--- src/rtl/atari_av_pkg.sv ---
// Shared types and constants for the Atari TIA -> VGA video path.
package atari_av_pkg;

  typedef enum logic [1:0] {
    UNLOCKED = 2'd0,
    WAIT_VGA = 2'd1,
    LOCKED   = 2'd2
  } lock_state_t;

  localparam int TIA_VISIBLE   = 160;
  localparam int TIA_CLOCKS    = 228;
  localparam int VGA_H_VISIBLE = 640;
  localparam int VGA_H_TOTAL   = 800;

  // Ring successor of a bank index: wraps from nbanks-1 back to 0.
  function automatic int next_bank(input int bank, input int nbanks);
    return (bank + 1 >= nbanks) ? 0 : bank + 1;
  endfunction

endpackage

--- src/rtl/scanline_ram.sv ---
// Scanline storage for all banks: one write port and one registered,
// read-before-write read port. Plain array so it can land in flops or BRAM.
module scanline_ram #(
  parameter int PIXW  = 7,
  parameter int DEPTH = 320,
  parameter int AW    = 9
) (
  input  logic            i_clk,
  input  logic            i_we,
  input  logic [AW-1:0]   i_waddr,
  input  logic [PIXW-1:0] i_wdata,
  input  logic            i_re,
  input  logic [AW-1:0]   i_raddr,
  output logic [PIXW-1:0] o_rdata
);

  logic [PIXW-1:0] r_mem [DEPTH];
  logic [PIXW-1:0] r_rdata;

  // Pixel write from the TIA side.
  always_ff @(posedge i_clk) begin
    if (i_we) r_mem[i_waddr] <= i_wdata;
  end

  // Registered read; a same-address write in this cycle is not yet visible.
  always_ff @(posedge i_clk) begin
    if (i_re) r_rdata <= r_mem[i_raddr];
  end

  assign o_rdata = r_rdata;

endmodule

--- src/rtl/tia_line_fifo.sv ---
// Multi-bank scanline buffer between the TIA pixel stream and VGA scanout.
// The write side fills one bank per TIA line, the read side scans a full
// bank VREPEAT times with horizontal pixel replication, and a lock FSM
// aligns TIA vsync with the VGA frame start. Overflow/underflow are slips.
module tia_line_fifo
  import atari_av_pkg::*;
#(
  parameter int PIXW        = 7,
  parameter int LINE_PIXELS = TIA_VISIBLE,
  parameter int XW          = 8,
  parameter int XSCALE_LOG2 = 2,
  parameter int VREPEAT     = 2,
  parameter int NBANKS      = 2,
  parameter int SLIP_LIMIT  = 4
) (
  input  logic                      clk_i,
  input  logic                      rst_i,
  input  logic                      wr_en_i,
  input  logic [XW-1:0]             wr_x_i,
  input  logic [PIXW-1:0]           wr_pix_i,
  input  logic                      wr_eol_i,
  input  logic                      tia_vsync_i,
  input  logic [9:0]                rd_x_i,
  input  logic                      rd_active_i,
  input  logic                      rd_eol_i,
  input  logic                      vga_frame_start_i,
  output logic [PIXW-1:0]           pix_o,
  output logic                      pix_valid_o,
  output logic                      locked_o,
  output logic                      slip_o,
  output logic [$clog2(NBANKS)-1:0] wr_bank_o,
  output logic [$clog2(NBANKS)-1:0] rd_bank_o
);

  localparam int BW    = $clog2(NBANKS);
  localparam int RW    = (VREPEAT > 1) ? $clog2(VREPEAT) : 1;
  localparam int SW    = $clog2(SLIP_LIMIT + 2);
  localparam int DEPTH = NBANKS * LINE_PIXELS;
  localparam int AW    = $clog2(DEPTH);

  lock_state_t       r_state, w_state_nx;
  logic              r_vs_d;
  logic [NBANKS-1:0] r_full, w_full_nx, w_full_rel;
  logic [BW-1:0]     r_wr_bank, r_rd_bank, w_wr_bank_nx, w_rd_bank_nx;
  logic [BW-1:0]     w_wr_next, w_rd_next;
  logic [RW-1:0]     r_rep_cnt, w_rep_cnt_nx;
  logic [SW-1:0]     r_slip_cnt, w_slip_cnt_nx, w_slip_base;
  logic              w_ovf, w_udf, w_vs_rise, w_locked;
  logic              r_pix_valid, r_slip;
  logic [9:0]        w_idx;
  logic              w_idx_ok, w_wr_ok;
  logic [AW-1:0]     w_waddr, w_raddr;
  logic [PIXW-1:0]   w_rdata;

  assign w_locked  = (r_state == LOCKED);
  // r_vs_d resets high so a vsync already high at reset release is not an edge.
  assign w_vs_rise = tia_vsync_i & ~r_vs_d;
  assign w_wr_next = BW'(next_bank(int'(r_wr_bank), NBANKS));
  assign w_rd_next = BW'(next_bank(int'(r_rd_bank), NBANKS));

  assign w_wr_ok  = wr_en_i && (32'(wr_x_i) < LINE_PIXELS);
  assign w_waddr  = AW'(32'(r_wr_bank) * LINE_PIXELS + 32'(wr_x_i));
  assign w_idx    = rd_x_i >> XSCALE_LOG2;
  assign w_idx_ok = (32'(w_idx) < LINE_PIXELS);
  assign w_raddr  = AW'(32'(r_rd_bank) * LINE_PIXELS + 32'(w_idx));

  scanline_ram #(
    .PIXW  (PIXW),
    .DEPTH (DEPTH),
    .AW    (AW)
  ) u_ram (
    .i_clk   (clk_i),
    .i_we    (w_wr_ok),
    .i_waddr (w_waddr),
    .i_wdata (wr_pix_i),
    .i_re    (w_idx_ok),
    .i_raddr (w_raddr),
    .o_rdata (w_rdata)
  );

  // Lock FSM state register.
  always_ff @(posedge clk_i or posedge rst_i) begin
    if (rst_i) r_state <= UNLOCKED;
    else       r_state <= w_state_nx;
  end

  // Lock FSM next state plus bank/flag/repeat/slip bookkeeping.
  always_comb begin
    w_state_nx    = r_state;
    w_full_rel    = r_full;
    w_full_nx     = r_full;
    w_wr_bank_nx  = r_wr_bank;
    w_rd_bank_nx  = r_rd_bank;
    w_rep_cnt_nx  = r_rep_cnt;
    w_slip_cnt_nx = r_slip_cnt;
    w_slip_base   = r_slip_cnt;
    w_ovf         = 1'b0;
    w_udf         = 1'b0;
    case (r_state)
      UNLOCKED: begin
        if (w_vs_rise) w_state_nx = WAIT_VGA;
      end
      WAIT_VGA: begin
        if (vga_frame_start_i) begin
          w_state_nx    = LOCKED;
          w_full_nx     = '0;
          w_wr_bank_nx  = '0;
          w_rd_bank_nx  = '0;
          w_rep_cnt_nx  = '0;
          w_slip_cnt_nx = '0;
        end
      end
      LOCKED: begin
        // Read release first, so the write side sees the freed bank.
        if (rd_eol_i) begin
          if (r_rep_cnt != RW'(VREPEAT - 1)) begin
            w_rep_cnt_nx = r_rep_cnt + RW'(1);
          end else if (r_full[w_rd_next]) begin
            w_full_rel[r_rd_bank] = 1'b0;
            w_rd_bank_nx          = w_rd_next;
            w_rep_cnt_nx          = '0;
          end else begin
            w_rep_cnt_nx = '0;
            w_udf        = 1'b1;
          end
        end
        w_full_nx = w_full_rel;
        if (wr_eol_i) begin
          w_full_nx[r_wr_bank] = 1'b1;
          if (!w_full_rel[w_wr_next]) w_wr_bank_nx = w_wr_next;
          else                        w_ovf        = 1'b1;
        end
        // A frame start restarts the slip budget; overflow+underflow count once.
        w_slip_base = vga_frame_start_i ? '0 : r_slip_cnt;
        if ((w_ovf || w_udf) && (w_slip_base <= SW'(SLIP_LIMIT)))
          w_slip_cnt_nx = w_slip_base + SW'(1);
        else
          w_slip_cnt_nx = w_slip_base;
        if (w_slip_cnt_nx > SW'(SLIP_LIMIT)) w_state_nx = UNLOCKED;
      end
      default: w_state_nx = UNLOCKED;
    endcase
  end

  // Bank pointers, full flags, counters, vsync history and registered outputs.
  always_ff @(posedge clk_i or posedge rst_i) begin
    if (rst_i) begin
      r_full      <= '0;
      r_wr_bank   <= '0;
      r_rd_bank   <= '0;
      r_rep_cnt   <= '0;
      r_slip_cnt  <= '0;
      r_vs_d      <= 1'b1;
      r_pix_valid <= 1'b0;
      r_slip      <= 1'b0;
    end else begin
      r_full      <= w_full_nx;
      r_wr_bank   <= w_wr_bank_nx;
      r_rd_bank   <= w_rd_bank_nx;
      r_rep_cnt   <= w_rep_cnt_nx;
      r_slip_cnt  <= w_slip_cnt_nx;
      r_vs_d      <= tia_vsync_i;
      r_pix_valid <= w_locked && rd_active_i && w_idx_ok;
      r_slip      <= w_ovf || w_udf;
    end
  end

  assign pix_o       = r_pix_valid ? w_rdata : '0;
  assign pix_valid_o = r_pix_valid;
  assign locked_o    = w_locked;
  assign slip_o      = r_slip;
  assign wr_bank_o   = r_wr_bank;
  assign rd_bank_o   = r_rd_bank;

endmodule

--- config.mk ---
export PLATFORM = sky130hd
export DESIGN_NAME = tia_line_fifo
export DESIGN_NICKNAME = d
export VERILOG_FILES = /design/src/rtl/atari_av_pkg.sv /design/src/rtl/scanline_ram.sv /design/src/rtl/tia_line_fifo.sv
export SDC_FILE = /design/constraint.sdc
export NUM_CORES = 2
export LEC_CHECK = 0
export ABC_AREA = 1
export CORE_MARGIN = 5
export CORE_UTILIZATION = 62
export CTS_CLUSTER_DIAMETER = 120
export DETAILED_ROUTE_END_ITERATION = 10
export GPL_ROUTABILITY_DRIVEN = 0
export PLACE_DENSITY = 0.78
export SYNTH_ARGS = -nofsm -noshare
export SYNTH_HDL_FRONTEND = slang
export SYNTH_SLANG_ARGS = --single-unit
--- constraint.sdc ---
create_clock -name clk_i -period 2.9 [get_ports clk_i]
set_clock_uncertainty 0.1 [all_clocks]
set_input_delay 0.58 -clock clk_i [delete_from_list [all_inputs] [get_ports clk_i]]
set_output_delay 0.58 -clock clk_i [all_outputs]
set_load 0.03 [all_outputs]
After elaboration in Yosys (flattened, before gate mapping)
Memory sizes are Yosys's and may differ from the RTL's. A register that Yosys moved wholly into a read port is not among the register bits.
Cells that the tools add are included.
{ "op_classes": {"addsub": 6, "multipliers": 2, "order_cmp": 12, "eq_ne": 10, "mux": 48, "bitwise": 5, "reduce_logical": 15} }
{ "op_table": {"columns": ["op", "n"], "rows": [
  ["$mux 1", 27],
  ["$add 9x8->9", 2],
  ["$mux 2", 9],
  ["$lt 8x8->1 const B", 2],
  ["$ne 2x2->1 const B", 6],
  ["$mux 3", 3],
  ["$lt 1x2->1 const B", 4],
  ["$mul 1x3->4 const B", 2],
  ["$mux 7", 1],
  ["$logic_and 1x1->1", 6],
  ["$pmux 1 s2", 3],
  ["$pmux 2 s3", 1],
  ["$pmux 3 s2", 1],
  ["$reduce_and 3->1", 2],
  ["$reduce_and 5->1", 1],
  ["$add 1x1->2 const B", 2],
  ["$ge 2x2->1 const B", 2],
  ["$ne 2x1->1 const B", 2],
  ["$pmux 2 s2", 1],
  ["$reduce_and 4->1", 1],
  ["$add 3x1->3 const B", 1],
  ["$gt 3x3->1 const B", 1],
  ["$le 3x3->1 const B", 1],
  ["$and 2x2->2", 1],
  ["other kinds (13)", 16]
]} }
{ "totals": {"register_bits": 13, "ramBits": 2240, "in_bits": 33, "output_inout_bits": 12, "word_cells": 108, "mem_count": 1} }
{ "memory_table": {"columns": ["name", "depth", "word_bits", "rd", "rd_ports_with_merged_regs", "write_ports", "line", "source"], "rows": [
  ["u_ram.r_mem", 320, 7, 1, 1, 1, "scanline_ram.sv:17", "logic [PIXW-1:0] r_mem [DEPTH];"]
]} }

Depth between registers and ports, before layout
{ "depth": {"ltp_word": 22, "mapped_depth": 14, "ltp_nobuf": 13} }

Cells and area by module
A second synthesis with hierarchy kept.
{ "hier_totals": {"hier_cells": 7684, "area_unflattened_um2": 92059.5} }
{ "modules_own_cells": {"columns": ["module", "n_inst", "cells_each", "area_each_um2", "seq_area_each_um2"], "rows": [
  ["scanline_ram", 1, 7552, 91013.5, 67474.7],
  ["tia_line_fifo", 1, 132, 1046.0, 326.6]
]} }

Worst setup path after synthesis
Ideal clock, no wire load.
{ "synth_path": {"path_type": "register -> register", "startpoint": "register r_wr_bank, in the netlist wr_bank_o", "endpoint": "memory u_ram.r_mem[192][0] (enable)", "setup_ps": 360, "arrival_time_ps": 2351, "t_required_ps": 2440, "setup_slack_ps": 89, "stages_incl_launch_ff": 8, "n_path_buf": 1, "period_less_slack_ps": 2811, "path_cell_list": "dfrtp_1 inv_1 ha_1 a31o_2 nor3b_1 nand2_1 clkbuf_1 nor2_1"} }
{ "synth_between": {"elab_chain_len": 2} }
{ "synth_lines": {"columns": ["element", "line", "source"], "rows": [
  ["start: declaration", "tia_line_fifo.sv:44", "logic [BW-1:0] r_wr_bank, r_rd_bank, w_wr_bank_nx, w_rd_bank_nx;"],
  ["start signal: assignment", "tia_line_fifo.sv:158", "r_wr_bank <= w_wr_bank_nx;"],
  ["$mul 1x3->4", "tia_line_fifo.sv:62", "assign w_waddr = AW'(32'(r_wr_bank) * LINE_PIXELS + 32'(wr_x_i));"],
  ["$add 9x8->9", "tia_line_fifo.sv:62", null],
  ["end: declaration", "scanline_ram.sv:17", null]
]} }
Every way passes these cells.

Worst setup path after layout
{ "layout_path": {"startpoint": "register r_rd_bank, in the netlist rd_bank_o", "endpoint": "register u_ram.r_rdata[5], in the netlist u_ram.o_rdata[5] (read register of u_ram.r_mem), data pin"} }
{ "layout_between": {"elab_chain_len": 2} }
{ "layout_lines": {"columns": ["element", "line", "source"], "rows": [
  ["start: declaration", "tia_line_fifo.sv:44", null],
  ["start signal: assignment", "tia_line_fifo.sv:159", "r_rd_bank <= w_rd_bank_nx;"],
  ["$mul 1x3->4", "tia_line_fifo.sv:65", "assign w_raddr = AW'(32'(r_rd_bank) * LINE_PIXELS + 32'(w_idx));"],
  ["$add 9x8->9", "tia_line_fifo.sv:65", null],
  ["end: declaration", "scanline_ram.sv:18", "logic [PIXW-1:0] r_rdata;"]
]} }
Every way passes these cells.
A chain may end at the register's enable or synchronous reset.

==> key figures <==
Finish
  • Post-layout util: 0.719
  • Layout area overhead: 15.5%
  • Final Net Count: 8144
  • Most frequent cells in the layout: edfxtp_1 (2247), nand2_1 (1961), nand3_1 (1888), nor2_1 (577), buf_4 (540)
  • Final non-filler cell area: 106000 sq um
  • Commonest non-fill, non-tap cell in the layout: edfxtp_1
  • Share of post-route cells with drive strength above 1: 0.124
  • Fill cell count: 9088
  • Sequential Area: 67800 sq um
  • Non-filler cells, final: 10200
  • Multi-input logic area: 21300 sq um

GRT
  • GRT overflow: 0
  • Number of global-route vias before repair: 63300
  • Total track usage: 0.317
  • Largest net degree at the start of global routing: 98
  • Initial antenna violation count: 10
  • First-pass GRT wire length: 375 mm

STA
  • RSZ-0062 raised after global routing: no
  • Setup WS post-layout: 0.0813 ns
  • Period utilization: 0.972
  • Max_slew headroom: 0.588
  • TNS Setup: 0 ns
  • Setup violations, final: 0
  • Slew @ Worst Pin: 0.618 ns
  • Post-layout min period: 2.82 ns
  • Fmax: 355 MHz
  • Final Hold Slack: 0.0691 ns
  • Final-report max-slew violation count: 0
  • Number of hold violations in the final report: 0

Critical path
  • CP Cell Sequence: ha_1, buf_4, nand3_1, nand3_1, nand3_1, nand3_1, nand2_1
  • Max FO, Critical Path: 35
  • Critical path's most frequent cell: nand3_1
  • Worst r2r dst: u_ram.o_rdata[5]
  • Worst Path Required: 3.38 ns
  • Critical path buffers and inverters: 1
  • Setup crit start kind: register
  • Crit-path max cell delay: 0.52 ns
  • R2r setup slk: 0.08 ns
  • Crit end category: register
  • Crit path DAT: 3.30 ns
  • Setup CP Type: register to register
  • R2r worst-path depth: 7
  • Crit-path leading delay family: simple AND/OR/NAND/NOR gates
  • RR Startpoint: rd_bank_o
  • Worst path slowest cell: buf_4

Die
  • Starting Density: 0.623
  • DIE HEIGHT: 395 um
  • Die span in x: 395 um
  • I/O pin cnt: 45
  • Row cnt: 141
  • Die area: 156000 sq um
  • Core ar.: 148000 sq um

CTS
  • CTS tree: done
  • Worst-path clk slew: 0.06 ns
  • H-tree Lvls: 4
  • Longest Clk Path Bufs: 3
  • Clock Latency Late Sink: 0.83 ns
  • Postcts setup bufs: 0
  • TritonCTS buffer count: 214
  • Root buffer cell: clkbuf_16
  • Clk sinks: 2260

Placed design
  • Worst slack at placement: -0.433 ns
  • Placement Cell Area: 99400 sq um
  • Total placed cells including tap cells: 9812
  • Buffers on Ports: 42
  • Detailed placer's ending HPWL: 152 mm

Logic synthesis
  • Syn Area/Cell: 12.0 sq um
  • Post-Syn Area: 92000 sq um
  • Post-synthesis cell type count: 33
  • YS warnings: 0
  • Flop and latch count out of synthesis: 2260
  • Cells after Synth: 7688
  • Register area share after synthesis: 0.737
  • Syn Nets: 7733

Detailed routing
  • First DRT Iteration DRCs: 9611
  • # DRC: 2
  • Final antenna-violating net count: 0
  • Post-Route WL: 251 mm
  • Via/cell ratio: 6.36
  • Drt wl/cell: 24.6 um
  • Via count: 64800
  • Pre-antenna DRT Iters: 11

Outcome
  • Outcome: finished, violations left
  • Violated checks: design-rule violations

Worst hold path
  • Worst hold start: wr_pix_i[5]
  • WHS Endpoint: u_ram.r_mem[212][5]
  • Hold Path Class: input pin to register
  • Hold Path Stages: 1

Power and ir drop
  • Cell Pwr Density: 665 nW/um^2
  • Leak: 37.8 nW
  • Tot Pwr: 70.6 mW
  • Max VDD drop: 0.000493 V

Job
  • MaxCap Viol Count: 0
[kinds of logic after synthesis]
kind of cell | synth area share
compound gates | 0.0221
simple gates | 0.208
fa+ha+maj | 0.00163
flops | 0.737
buf+inv | 0.0312
xor+xnor | 0.000286
[routing by layer]
metal  track usage  up-vias  part of all wire
li1              -    28300                 -
met1         0.418    30800              0.35
met2         0.504     4928              0.47
met3        0.0748      832              0.13
met4         0.151       10             0.054
met5             0        -           0.00024
[flip-flops by register name, summed over array words and instances (netlist names)]
name	cells
u_ram.r_mem	2240
u_ram.o_rdata	7
r_slip_cnt	3
r_full	2
r_state	2
pix_valid_o	1
r_rep_cnt	1
r_vs_d	1
rd_bank_o	1
slip_o	1
wr_bank_o	1
[area by class of cell]
type                       instances  share of cell area
antenna                            2           0.0000471
clock buffer                     255              0.0523
clock inverter                   125              0.0117
inverter                          48             0.00193
sequential                      2260               0.638
multi-input combinational       4838               0.201
tap                             1930              0.0227
timing repair buffer             737              0.0719
[cells in the mapped netlist, drive strengths merged]
cell type	n	area, sq um
edfxtp	2247	67500
dfrtp	12	300
or2	1	6.26
nand3	1888	9450
a31o	1	8.76
nor3	2	10.0
o21a	3	22.5
and3	1	6.26
o22ai	113	707
clkinv	2	7.51
clkbuf	231	867
xnor2	3	26.3
nor3b	1	7.51
inv	46	173
ha	12	150
a22o	1	8.76
nor2	577	2170
o21ai	243	1220
o31ai	1	7.51
dfstp	1	26.3
buf	311	1820
o211ai	1	7.51
and2	1	6.26
a221oi	1	8.76
nand4	2	12.5
nand2	1977	7420
a21oi	9	45.0
[what timing repair did]
item | in CTS | in global routing
gates cloned | 0 | 0
endpoints found under the hold margin | 12 | 0
setup endpoints to repair | 1 | 5
hold buffers | 1 | 0
resized for setup | 1 | 5
[how the worst max path moves through the flow]
stage | start | to | slack, ns | cells after the start
after detailed placement | wr_x_i[7] | u_ram.r_mem[313][2] | -0.43 | 11
after floorplan | wr_bank_o | u_ram.r_mem[192][0] | 0.09 | 7
final | rd_bank_o | u_ram.o_rdata[5] | 0.08 | 7
after global routing | pix_valid_o | pix_o[6] | 0.005 | 3
after global placement | wr_x_i[7] | u_ram.r_mem[276][6] | -0.38 | 11
after CTS | pix_valid_o | pix_o[4] | 0.04 | 3
[where the power goes]
group	switching [mW]	internal, mW
logic	5.00	2.02
clock network	11.8	15.5
registers	0.158	36.1
Power figures use the tool's default switching activity.
